[config.mk]
export PLATFORM = sky130hd
export DESIGN_NAME = seg7_scan_ctrl
export DESIGN_NICKNAME = d
export VERILOG_FILES = /design/src/rtl/seg7_scan_ctrl.sv
export SDC_FILE = /design/constraint.sdc
export NUM_CORES = 1
export LEC_CHECK = 0
export ABC_CLOCK_PERIOD_IN_PS = 2700
export BUFFER_PORTS_ARGS = -buffer_cell sky130_fd_sc_hd__buf_2
export CAP_MARGIN = 20
export CORE_MARGIN = 4
export CORE_UTILIZATION = 42
export CTS_CLUSTER_SIZE = 10
export DETAILED_ROUTE_END_ITERATION = 8
export PLACE_DENSITY = 0.68
export SYNTH_ARGS = -nofsm -noshare
export SYNTH_HDL_FRONTEND = slang
export SYNTH_SLANG_ARGS = --single-unit
export TNS_END_PERCENT = 10
[constraint.sdc]
create_clock -name clk -period 2.7 [get_ports clk]
set_clock_uncertainty 0.2 [all_clocks]
set_input_delay 0.405 -clock clk [delete_from_list [all_inputs] [get_ports clk]]
set_output_delay 0.405 -clock clk [all_outputs]
set_load 0.01 [all_outputs]
[src/rtl/seg7_scan_ctrl.sv]
// Scan controller for a 4-digit common-anode seven-segment display.
// Double-buffered value, leading-zero blanking, minus sign, per-digit decimal points.
module seg7_scan_ctrl #(
  parameter int REFRESH_DIV = 50000,
  parameter int GUARD       = 16
) (
  input  logic        clk,
  input  logic        reset,
  input  logic        en,
  input  logic [15:0] value_in,
  input  logic [3:0]  dp_in,
  input  logic        neg_in,
  input  logic        lz_en,
  input  logic        load,
  output logic [3:0]  bcd,
  output logic [3:0]  an,
  output logic        dp,
  output logic        frame_done
);

  // state | meaning
  // DIG0  | scanning digit 0 (LSD)
  // DIG1  | scanning digit 1
  // DIG2  | scanning digit 2
  // DIG3  | scanning digit 3 (MSD / sign); leaving it is the frame boundary
  typedef enum logic [1:0] {DIG0 = 2'd0, DIG1 = 2'd1, DIG2 = 2'd2, DIG3 = 2'd3} digit_e;

  typedef struct packed {
    logic        neg;
    logic [3:0]  dpt;
    logic [15:0] val;
  } disp_t;

  localparam int PW = (REFRESH_DIV > 1) ? $clog2(REFRESH_DIV) : 1;
  localparam logic [PW-1:0] PRESC_LAST = PW'(REFRESH_DIV - 1);
  localparam logic [PW-1:0] GUARD_END  = PW'(GUARD);

  localparam logic [3:0] CODE_BLANK = 4'hA;
  localparam logic [3:0] CODE_DASH  = 4'hF;

  logic [PW-1:0] presc_q, presc_d;
  digit_e        idx_q, idx_d;
  disp_t         shadow_q, shadow_d;
  disp_t         active_q, active_d;
  logic          pending_q, pending_d;
  logic [3:0]    an_q, an_d;
  logic [3:0]    bcd_q, bcd_d;
  logic          dp_q, dp_d;

  logic          tick;
  logic          boundary;
  disp_t         load_word;
  logic [3:0]    nib [4];
  logic          lz_blank;
  logic [3:0]    code;

  assign tick       = en && (presc_q == PRESC_LAST);
  assign boundary   = tick && (idx_q == DIG3);
  assign load_word  = '{neg: neg_in, dpt: dp_in, val: value_in};
  assign frame_done = boundary;

  always_ff @(posedge clk) begin
    if (reset) begin
      presc_q   <= '0;
      idx_q     <= DIG0;
      shadow_q  <= '0;
      active_q  <= '0;
      pending_q <= 1'b0;
      an_q      <= 4'b1111;
      bcd_q     <= CODE_BLANK;
      dp_q      <= 1'b1;
    end else begin
      presc_q   <= presc_d;
      idx_q     <= idx_d;
      shadow_q  <= shadow_d;
      active_q  <= active_d;
      pending_q <= pending_d;
      an_q      <= an_d;
      bcd_q     <= bcd_d;
      dp_q      <= dp_d;
    end
  end

  // Scan sequencing and the shadow/active handshake
  always_comb begin
    presc_d   = presc_q;
    idx_d     = idx_q;
    shadow_d  = shadow_q;
    active_d  = active_q;
    pending_d = pending_q;
    if (en) begin
      if (tick) begin
        presc_d = '0;
        idx_d   = digit_e'(idx_q + 2'd1);
      end else begin
        presc_d = presc_q + PW'(1);
      end
      // The transfer uses the pre-load shadow; a coincident load stays pending.
      if (boundary && pending_q) begin
        active_d  = shadow_q;
        pending_d = 1'b0;
      end
      if (load) begin
        shadow_d  = load_word;
        pending_d = 1'b1;
      end
    end else begin
      // Display is dark, so there is nothing to tear: follow the latest value.
      if (load) begin
        shadow_d = load_word;
      end
      active_d  = load ? load_word : shadow_q;
      pending_d = 1'b0;
    end
  end

  always_comb begin
    for (int k = 0; k < 4; k++) begin
      nib[k] = active_q.val[4*k +: 4];
    end
    lz_blank = lz_en && (idx_q != DIG0);
    for (int k = 1; k < 4; k++) begin
      if ((k >= int'(idx_q)) && !((k == 3) && active_q.neg) && (nib[k] != 4'h0)) begin
        lz_blank = 1'b0;
      end
    end
    if ((idx_q == DIG3) && active_q.neg) begin
      code = CODE_DASH;
    end else if (lz_blank) begin
      code = CODE_BLANK;
    end else begin
      code = nib[idx_q];
    end
  end

  always_comb begin
    an_d  = 4'b1111;
    dp_d  = 1'b1;
    bcd_d = CODE_BLANK;
    if (en) begin
      bcd_d = code;
      if (presc_q >= GUARD_END) begin
        an_d[idx_q] = 1'b0;
        dp_d        = ~active_q.dpt[idx_q];
      end
    end
  end

  assign an  = an_q;
  assign bcd = bcd_q;
  assign dp  = dp_q;

endmodule

After elaboration in Yosys (flattened, before gate mapping)
Cells that the tools add are included.
{ "word_totals": {"ff_bits": 70, "latch_bits": 0, "mem_bits_rw": 0, "rom_bits": 0, "output_inout_bits": 10, "elab_cells": 66, "mem_count": 0} }
{ "classes": {"n_addsub": 2, "mul": 0, "div": 0, "order_cmp": 6, "eq_ne": 3, "n_shift": 0, "mux": 18, "bitwise_logic": 5, "reduce_logical": 19} }
{ "op_table": {"columns": ["cell", "n"], "rows": [
  ["21-bit 2-to-1 mux", 3],
  ["16-bit by 1-bit adder with 16-bit output, second input constant", 1],
  ["16-bit equality test, second input constant", 1],
  ["16-bit by 5-bit greater-or-equal comparator with 1-bit output, second input constant", 1],
  ["16-bit 2-to-1 mux", 1],
  ["4-bit nonzero test", 3],
  ["1-bit logical AND", 9],
  ["4-bit binary-select mux with 2-bit select", 1],
  ["4-bit 2-to-1 mux", 2],
  ["1-bit 2-to-1 mux", 7],
  ["3-bit 2-to-1 mux", 2],
  ["4-bit inverter", 1],
  ["2-bit nonzero test", 2],
  ["4-bit OR reduction", 1],
  ["3-bit greater-or-equal comparator, second input constant", 1],
  ["2-bit by 3-bit < comparator with 1-bit output, second input constant", 1],
  ["1-bit inverter", 3],
  ["2-bit inverter with 3-bit output", 1],
  ["3-bit OR reduction", 1],
  ["2-bit by 1-bit adder with 2-bit output, second input constant", 1],
  ["1-bit binary-select mux with 2-bit select", 1],
  ["1-bit demux with 2-bit select", 1],
  ["2-bit equality test, second input constant", 1],
  ["1-bit by 2-bit greater-or-equal comparator with 1-bit output, first input constant", 1],
  ["6 further kinds", 6]
]} }

Longest topological paths before layout
Gate-level depths: netlist (run 1).
{ "logic_depth": {"word_depth": 7, "depth_mapped": 7} }

Worst setup path before layout (run 1)
No wires, ideal clock.
{ "synth_timing": {"path_kind": "flip-flop to output port", "start": "register presc_q[0]", "end": "output port frame_done", "arrival_ps": 1635, "slack_ps": 460, "path_stages_with_launch": 7, "path_buffers": 2, "path_cell_list": "dfxtp_1 > ha_1 > nand4_4 > or3_1 > buf_6 > buf_6 > nor2_1"} }
{ "synth_between": {"elab_chain_cells": 3} }
{ "synth_lines": {"columns": ["element", "line", "text"], "rows": [
  ["from (decl)", "41", "logic [PW-1:0] presc_q, presc_d;"],
  ["from (signal assigned)", "73", "presc_q <= presc_d;"],
  ["16-bit equality test", "57", "assign tick = en && (presc_q == PRESC_LAST);"],
  ["1-bit logical AND", "57", null],
  ["1-bit logical AND", "58", "assign boundary = tick && (idx_q == DIG3);"],
  ["to (decl)", "18", "output logic frame_done"]
]} }
Every way passes these cells.

Worst setup path after layout (run 1)
{ "layout_timing": {"start": "register presc_q[1]", "end": "output port frame_done"} }
The elaborated chain is that of the path after synthesis.

==> results.md, run 1 <==
* Placer Congestion at 0.8206
* Cts repair resizes at 0
* Routed wire length at 6875 µm
* Worst-Margin Slew at 0.7569 ns
* Net Count, Synth at 376
* IO buf count at 35
* Layout cells sized above 1 at 0.1872
* Worst R2R Setup Slack at 0.47 ns
* Die area at 0.009237 mm²
* GR Util All Layers at 0.1616
* Synth warn at 0
* First-pass GRT wire length at 11540 µm
* Global Route met3 Usage at 0.03987
* Hold WC Path Type: in -> reg
* Final setup TNS at 0 ns
* Netlist cell types at 41
* Core Box Area at 0.007408 mm²
* Hold slack at 0.1139 ns
* Diode count at 0
* Post-synth top area share at 0.4298
* Clk_lat worst skew at 0.34 ns
* Row count at 31
* Comb pwr share at 0.081
* CTS Root Cell: clkbuf_8
* Dpl cell area at 0.003461 mm²
* Post-CTS Repair Setup Buffers at 0
* CP peak stage delay at 0.41 ns
* Worst setup SP type: flip-flop
* Maximum VDD drop at 0.2976 mV
* Area contributors post-synth: dfxtp_1 (43%), mux2i_1 (6.4%), a311oi_1 (5.6%)
* Cell taking the most area after synthesis: dfxtp_1
* GR Layer Usage met2 at 0.2381
* Die X at 96.11 µm
* Avg Vias per Cell at 5.550
* Crit-path cells: ha_1 > nand4_4 > or3_1 > nor2_1 > buf_2
* Slew Limit Fails at 0
* Final ANT Viol Nets at 0
* Period utilization at 0.9461
* CP max stage cell: dfxtp_1
* Final net count at 402
* Sequential area share after synthesis at 0.4298
* Critical path class: reg -> out
* Area delta synth->final at 11.51%
* Final setup margin at 0.1457 ns
* Async SR Flop Fraction at 0
* Leading cell types by count after synthesis: dfxtp_1 (70), nor2_1 (32), nand4_1 (27)
* Setup violators final at 0
* Clock power share at 0.371
* Worst Path Max Fanout at 6
* Max Root-Sink Buffers at 2
* Starting Density at 0.4401
* Post-synth EDFFs at 0
* H-tree lvl count at 3
* Pwr Density at 557.8 mW/mm²
* Sink Count at 70
* Main flop type after synthesis: dfxtp_1
* Global route overflow at 0
* Peak Freq at 391.5 MHz
* Critical path required time at 2.10 ns
* Mapped Area at 0.003261 mm²
* Power Total at 2.028 mW
* CTS tree: built
* RSZ-0062 raised after global routing: false
* Most numerous cell in the Yosys netlist: dfxtp_1
* Die Y at 96.11 µm
* Internal power at 1.535 mW
* MaxCap Viol Count at 0
* Endpoint type of the worst setup path: primary output
* Sw frac at 0.2430
* Slew HR at 0.4940
* Mapped Cells at 344
* TritonCTS buffer count at 9
* Post-DP HPWL at 4794 µm
* Number of top-level pins at 36
* Vias post-DR at 2625
* Share of power burned in registers at 0.547
* DR iter-0 viols at 156
* Post-Layout Inst Area at 0.003636 mm²
* Vias in the first global route at 2439
* NetSw at 492.8 µW
* Clk slew on worst S/H paths at 0.07 ns
* Gr busiest metal: met2
* First drt pass iteration count at 4
* # DRC at 0
* DP Worst Slack at 0.5015 ns
* Routed wire length per instance at 14.53 µm
* Leakage at 1.359 nW
* Synth Register Bits at 70
* Crit path time final at 2.554 ns
* Met1 GRT Util at 0.2181
* Largest net degree at the start of global routing at 50
* Initial antenna violation count at 0
* Outcome: completed
* Syn avg cell area at 9.479 µm²
* Endpoints failing hold at 0
* Post-CTS Hold Fix Bufs at 0
* Arrival @ worst endpoint at 1.95 ns
==> layout by cell type, fill, tap and decap left out, types with 2 or more instances in the layout <==
cell and n:
a211o_1 2, a21oi_1 8, a311oi_1 21, and2_1 2, and3_1 2, and4_1 2
buf_2 35, buf_4 9, clkbuf_8 11, clkinvlp_4 2, dfxtp_1 70, ha_1 6
inv_1 8, mux2i_1 21, mux4_2 5, nand2_1 9, nand2b_1 2, nand3_1 10
nand4_1 27, nor2_1 32, nor2b_1 24, nor4_1 4, o21ai_0 13, o21ai_1 18
o22ai_1 2, or3_1 4, xor2_1 10
==> power groups by stage <==
stage	Clock (mW)	Sequential, mW	Combinational, mW
2_1_floorplan	0	1.12	0.120
3_3_place_gp	0	1.13	0.163
3_5_place_dp	0	1.13	0.166
4_1_cts	0.769	1.11	0.166
5_1_grt	0.819	1.11	0.187
6_report	0.753	1.11	0.165
==> stage by stage <==
| stage | instances | util |
|---|---|---|
| floorplan | 344 | - |
| global placement | 458 | 0.4672 |
| detailed placement | 458 | 0.4672 |
| CTS | 473 | 0.4908 |
| global route | 473 | 0.4908 |
| finish | 473 | 0.4908 |
==> layer usage <==
layer / vias up / wire length (µm)
met5: - / 0
met4: 0 / 105
met3: 8 / 299
met2: 62 / 3082
met1: 1244 / 3388
li1: 1311 / -
==> sequential cells by signal, indices dropped and copies added (netlist names) <==
register and cells:
active_q 21, shadow_q 21, presc_q 16, an 4
bcd 4, idx_q 2, dp 1, pending_q 1
==> layout make-up <==
type,count,area [µm²]
fill,695,3772
multi-input combinational,237,1663
sequential,70,1401
timing repair buffer,44,242.7
clock buffer,12,155.1
tap,99,123.9
inverter,8,30.03
clock inverter,3,20.02
==> worst max-delay path: cells and delay by family, from the launching register on <==
kind / cells / cell delay (ns)
adders and majority gates: 1 / 0.33
DFF: 1 / 0.41
buffers and inverters: 1 / 0.15
and+or+nand+nor: 3 / 0.72
==> kinds of logic (layout without fill, tap and decap cells) <==
group	Yosys count	after routing	synth area share
AO/OA/AOI/OAI	68	68	0.1358
XOR/XNOR	10	10	0.02686
adder cells (fa/ha/maj)	6	6	0.02302
buffers and inverters	37	67	0.06025
flip-flops	70	70	0.4298
multiplexers	26	26	0.09900
AND/OR/NAND/NOR	127	127	0.2253
==> worst paths after layout <==
kind | startpoint | end | cells after the start
worst max-delay path | presc_q[1]$_SDFFE_PP0P_ | frame_done | 5
worst min-delay path | value_in[7] | shadow_q[7]$_SDFF_PP0_ | 3
worst max register to register | idx_q[0]$_SDFFE_PP0P_ | active_q[0]$_SDFFE_PP0P_ | 5
worst min register to register | pending_q$_SDFFE_PP0P_ | pending_q$_SDFFE_PP0P_ | 2
No activity file was read; power rests on OpenSTA's default activity.
==> run 2, diff against run 1 <==
- HOLD_SLACK_MARGIN: unset -> 0.12
==> run 2 against run 1 <==
Against the previous run: maximum frequency decreased by 0.11%; count of clock-buffer cells in the layout unchanged; first-iteration DRC count down 15%; register-to-register slack is essentially flat; critical endpoint unchanged; largest power group unchanged.
==> results.md, run 2 (synthesis results as in run 1) <==
* Outcome: completed
* Starting Density at 0.4401 (unchanged)
* Die X at 96.11 µm (unchanged)
* Vias in the first global route at 2486 (+1.9%)
* Number of top-level pins at 36 (unchanged)
* Avg Vias per Cell at 5.467 (-1.5%)
* Routed wire length at 6934 µm (+0.86%)
* # DRC at 0 (unchanged)
* Worst Hold Launch: value_in[0]
* MaxCap Viol Count at 0 (unchanged)
* Setup violators final at 0 (unchanged)
* Worst R2R Setup Slack at 0.46 ns (about the same)
* Crit-path cells: ha_1 > nand4_4 > or3_1 > nor2_1 > buf_2
* Endpoints failing hold at 0 (unchanged)
* Most frequent cells in the layout: dfxtp_1 (70), buf_2 (35), nor2_1 (32), nand4_1 (27), nor2b_1 (24)
* Routed wire length per instance at 14.21 µm (-2.2%)
* DR iter-0 viols at 132 (-15%)
* CTS tree: built
* CP peak stage delay at 0.41 ns (about the same)
* Worst-Margin Slew at 0.7547 ns (-0.002207 ns)
* Final core occ at 0.5111 (+0.02027)
* Dpl cell area at 0.003461 mm² (unchanged)
* Period utilization at 0.9471 (+0.001037)
* Worst Hold End: shadow_q[0]$_SDFF_PP0_
* Area delta synth->final at 16.12%
* Peak Freq at 391.1 MHz (-0.11%)
* Layout cells sized above 1 at 0.1799 (-0.007217)
* Most common cell after layout, fill and taps aside: dfxtp_1
* Final setup margin at 0.1429 ns (-0.002801 ns)
* Global route overflow at 0 (unchanged)
* TritonCTS buffer count at 9 (unchanged)
* First drt pass iteration count at 7 (+3)
* Arrival @ worst endpoint at 1.95 ns (about the same)
* First-pass GRT wire length at 11700 µm (+1.4%)
* Die area at 0.009237 mm² (unchanged)
* CP max stage cell: dfxtp_1
* Power Total at 2.050 mW (+1.1%)
* Worst setup SP type: flip-flop
* Clk_lat worst skew at 0.35 ns (about the same)
* Final ANT Viol Nets at 0 (unchanged)
* Crit path time final at 2.557 ns (+0.002801 ns)
* Pwr Density at 541.3 mW/mm² (-3.0%)
* # placed instances at 458 (unchanged)
* Leakage at 1.421 nW (+4.6%)
* Slew Limit Fails at 0 (unchanged)
* Post-DP HPWL at 4794 µm (unchanged)
* Clk slew on worst S/H paths at 0.07 ns (about the same)
* Vias post-DR at 2668 (+1.6%)
* Row count at 31 (unchanged)
* Worst r2r src: idx_q[0]$_SDFFE_PP0P_
* Top flop regs: active_q (21), shadow_q (21), presc_q (16)
* Worst Path Max Fanout at 6 (unchanged)
* CTS Root Cell: clkbuf_8
* R2R Path End: active_q[0]$_SDFFE_PP0P_
* Post-Layout Inst Area at 0.003786 mm² (+4.1%)
* Worst Hold Depth at 3 (unchanged)
* IO buf count at 35 (unchanged)
* DP Worst Slack at 0.5015 ns (unchanged)
* Sink Count at 70 (unchanged)
* Hold slack at 0.1230 ns (+0.009145 ns)
* Largest net degree at the start of global routing at 50 (unchanged)
* Hold WC Path Type: in -> reg
* Initial antenna violation count at 0 (unchanged)
* Critical path required time at 2.10 ns (about the same)
* Finished Layout Cells at 488 (+3.2%)
* Final net count at 417 (+3.7%)
* Cts repair resizes at 0 (unchanged)
* Endpoint type of the worst setup path: primary output
* GR Util All Layers at 0.1635 (+0.001946)
* Critical path class: reg -> out
* Final setup TNS at 0 ns (unchanged)
* Slew HR at 0.4954 (+0.001476)
* RSZ-0062 raised after global routing: false
* Max Root-Sink Buffers at 2 (unchanged)
* Die Y at 96.11 µm (unchanged)
* Diode count at 0 (unchanged)
* R2R depth at 5 (unchanged)
* Core Box Area at 0.007408 mm² (unchanged)
* Maximum VDD drop at 0.2988 mV (+0.38%)
* H-tree lvl count at 3 (unchanged)
* Placer Congestion at 0.8206 (unchanged)
[run 2: how the worst max path moves through the flow]
stage | startpoint | end | slack [ns] | cells past startpoint
floorplan | presc_q[0]$_SDFFE_PP0P_ | frame_done | 0.46 | 6
global placement | presc_q[1]$_SDFFE_PP0P_ | frame_done | 0.54 | 5
detailed placement | presc_q[1]$_SDFFE_PP0P_ | frame_done | 0.50 | 5
CTS | presc_q[0]$_SDFFE_PP0P_ | frame_done | 0.12 | 5
global route | presc_q[0]$_SDFFE_PP0P_ | frame_done | 0.007 | 5
finish | presc_q[1]$_SDFFE_PP0P_ | frame_done | 0.14 | 5
[run 2: critical path, delay by kind of cell (launching register included)]
kind	cells	cell delay (ns)
and+or+nand+nor	3	0.72
DFF	1	0.41
adders and majority gates	1	0.33
buffers and inverters	1	0.15
[run 2: power breakdown]
group	internal (mW)	total, mW	switching, mW
Clock	0.377	0.758	0.381
Sequential	1.08	1.11	0.0310
Combinational	0.0931	0.182	0.0884
[run 2: metal layers]
layer | global-route usage | wire length [µm] | vias to the layer above
li1 | - | - | 1340
met3 | 0.03987 | 322 | 13
met1 | 0.2185 | 3391 | 1249
met4 | 0.08294 | 148 | 0
met2 | 0.2444 | 3072 | 66
met5 | 0 | 0 | -
[run 2: cell type report]
cell class	count	area [µm²]
Fill cell	683	3622
Timing Repair Buffer	59	392.9
Sequential cell	70	1401
Clock buffer	12	155.1
Clock inverter	3	20.02
Tap cell	99	123.9
Multi-Input combinational cell	237	1663
Inverter	8	30.03
[run 2: timing repair]
action | 4_1_cts | 5_1_grt
endpoints found under the setup margin | 0 | 0
setup buffers | 0 | 0
hold buffers | 15 | 0
endpoints found under the hold margin | 15 | 0
==> run 3, diff against run 2 <==
- CORE_MARGIN: 4 -> 2
==> run 3 against run 2 <==
Against the previous run: highest routed layer unchanged; sequential power about the same; largest cell class unchanged; count of clock-buffer cells in the layout down 3; global-route usage up 1.8 points; flip-flop and latch count unchanged.
==> results.md, run 3 (synthesis results as in run 1) <==
* CTS tree: built
* Post-CTS Repair Setup Buffers at 0 (unchanged)
* Worst Hold Depth at 3 (unchanged)
* Clk_lat worst skew at 0.34 ns (about the same)
* # DRC at 0 (unchanged)
* Finished Layout Cells at 497 (+1.8%)
* CTS Root Cell: clkbuf_8
* Multi-input gate area at 0.001663 mm² (unchanged)
* Endpoints failing hold at 0 (unchanged)
* Top flop regs: active_q (21), shadow_q (21), presc_q (16)
* Hold slack at 0.1301 ns (+0.007051 ns)
* MaxCap Viol Count at 0 (unchanged)
* Worst setup SP type: flip-flop
* Die X at 92.11 µm (-4.2%)
* Critical path class: reg -> out
* TritonCTS buffer count at 9 (unchanged)
* RSZ-0062 raised after global routing: false
* Period utilization at 0.9447 (-0.002393)
* Diode count at 0 (unchanged)
* Final setup TNS at 0 ns (unchanged)
* Area delta synth->final at 20.61%
* Crit path time final at 2.551 ns (-0.006460 ns)
* Sink Count at 70 (unchanged)
* Leakage at 1.491 nW (+4.9%)
* Final net count at 422 (+1.2%)
* H-tree lvl count at 3 (unchanged)
* Slew HR at 0.4887 (-0.006736)
* Die area at 0.008484 mm² (-8.2%)
* Largest net degree at the start of global routing at 50 (unchanged)
* Post-DP HPWL at 4808 µm (+0.30%)
* Number of fill cells in the layout at 728 (+6.6%)
* Register area at 0.001401 mm² (unchanged)
* Worst r2r src: idx_q[0]$_SDFFE_PP0P_
* Vias in the first global route at 2549 (+2.5%)
* Global route overflow at 0 (unchanged)
* Worst Path Max Fanout at 6 (unchanged)
* Core Box Area at 0.007607 mm² (+2.7%)
* Max Root-Sink Buffers at 2 (unchanged)
* Most frequent cells in the layout: dfxtp_1 (70), buf_2 (35), nor2_1 (32), nand4_1 (27), nor2b_1 (24)
* Peak Freq at 392.1 MHz (+0.25%)
* Post-Layout Inst Area at 0.003933 mm² (+3.9%)
* Hold WC Path Type: in -> reg
* Routed wire length at 7100 µm (+2.4%)
* Endpoint type of the worst setup path: primary output
* Arrival @ worst endpoint at 1.95 ns (about the same)
* Row count at 32 (+3.2%)
* DR iter-0 viols at 179 (+36%)
* Final ANT Viol Nets at 0 (unchanged)
* Most common cell after layout, fill and taps aside: dfxtp_1
* # placed instances at 462 (+0.87%)
* Number of top-level pins at 36 (unchanged)
* Clk slew on worst S/H paths at 0.07 ns (about the same)
* Avg Vias per Cell at 5.455 (-0.23%)
* IO buf count at 35 (unchanged)
* First drt pass iteration count at 4 (-3)
* Worst Hold Launch: value_in[1]
* Worst-Margin Slew at 0.7648 ns (+0.01008 ns)
* Die Y at 92.11 µm (-4.2%)
* Placer Congestion at 0.8067 (-1.7%)
* Setup violators final at 0 (unchanged)
* Power Total at 2.407 mW (+17%)
* Maximum VDD drop at 0.3466 mV (+16%)
* Routed wire length per instance at 14.29 µm (+0.54%)
* Critical path required time at 2.10 ns (about the same)
* Vias post-DR at 2711 (+1.6%)
* R2R Path End: active_q[2]$_SDFFE_PP0P_
* Slew Limit Fails at 0 (unchanged)
* Layout cells sized above 1 at 0.1848 (+0.004862)
* R2R depth at 5 (unchanged)
* First-pass GRT wire length at 12360 µm (+5.6%)
* Worst Hold End: shadow_q[1]$_SDFF_PP0_
* Pwr Density at 612.2 mW/mm² (+13%)
* Worst R2R Setup Slack at 0.45 ns (about the same)
* GR Util All Layers at 0.1817 (+0.01816)
* Starting Density at 0.4286 (-0.01151)
* Outcome: completed
* Dpl cell area at 0.003472 mm² (+0.33%)
* Initial antenna violation count at 0 (unchanged)
-- run 3: cell types whose count changed in the layout (fill, tap and decap cells not counted) --
cell and change:
clkbuf_8 -2, clkinv_2 -1, bufinv_16 +4, buf_4 +1, dlygate4sd3_1 +4, clkbuf_1 -1, clkinvlp_4 -2, clkinv_4 +3
-- run 3: timing repair --
| action | 4_1_cts | 5_1_grt |
|---|---|---|
| gates resized for setup | 0 | 0 |
| hold buffers | 19 | 0 |
| endpoints found under the hold margin | 19 | 0 |
-- run 3: per-layer routing --
metal	vias up	track usage	part of all wire
li1	1352	-	-
met1	1299	0.2522	0.51
met2	52	0.2721	0.45
met3	8	0.03698	0.034
met4	0	0.08209	0.014
met5	-	0	0
-- run 3: final cells by class --
cell class | count | share of cell area
well taps | 102 | 0.03245
repair buffers | 64 | 0.1120
clock inverters | 7 | 0.03723
inverters | 8 | 0.007636
flip-flops and latches | 70 | 0.3563
multi-input cells | 237 | 0.4228
clock buffers | 9 | 0.03150
-- run 3: worst max path at each step --
stage                                  startpoint                  endpoint  cells after the start
after global routing      presc_q[1]$_SDFFE_PP0P_                frame_done                      5
after detailed placement    idx_q[0]$_SDFFE_PP0P_  active_q[2]$_SDFFE_PP0P_                      5
after CTS                 presc_q[1]$_SDFFE_PP0P_                frame_done                      5
after floorplan           presc_q[0]$_SDFFE_PP0P_                frame_done                      6
after global placement    presc_q[1]$_SDFFE_PP0P_                frame_done                      5
final                     presc_q[1]$_SDFFE_PP0P_                frame_done                      5
-- run 3: per-stage QoR --
step           utilization  setup slack, ns
3_3_place_gp        0.4564           0.5396
3_5_place_dp        0.4564           0.4703
4_1_cts             0.5169           0.1083
6_report            0.5169           0.1493
5_1_grt             0.5169          0.03692
2_1_floorplan            -           0.4596
-- run 3: critical path, stage by stage, from the launching register on --
cell	delay (ns)
dfxtp_1	0.41
ha_1	0.32
nand4_4	0.15
or3_1	0.42
nor2_1	0.15
buf_2	0.15
-- run 3: power breakdown --
| part | total [mW] | internal (mW) | switching (mW) |
|---|---|---|---|
| clock network | 1.11 | 0.711 | 0.401 |
| registers | 1.11 | 1.08 | 0.0300 |
| logic | 0.186 | 0.0969 | 0.0894 |
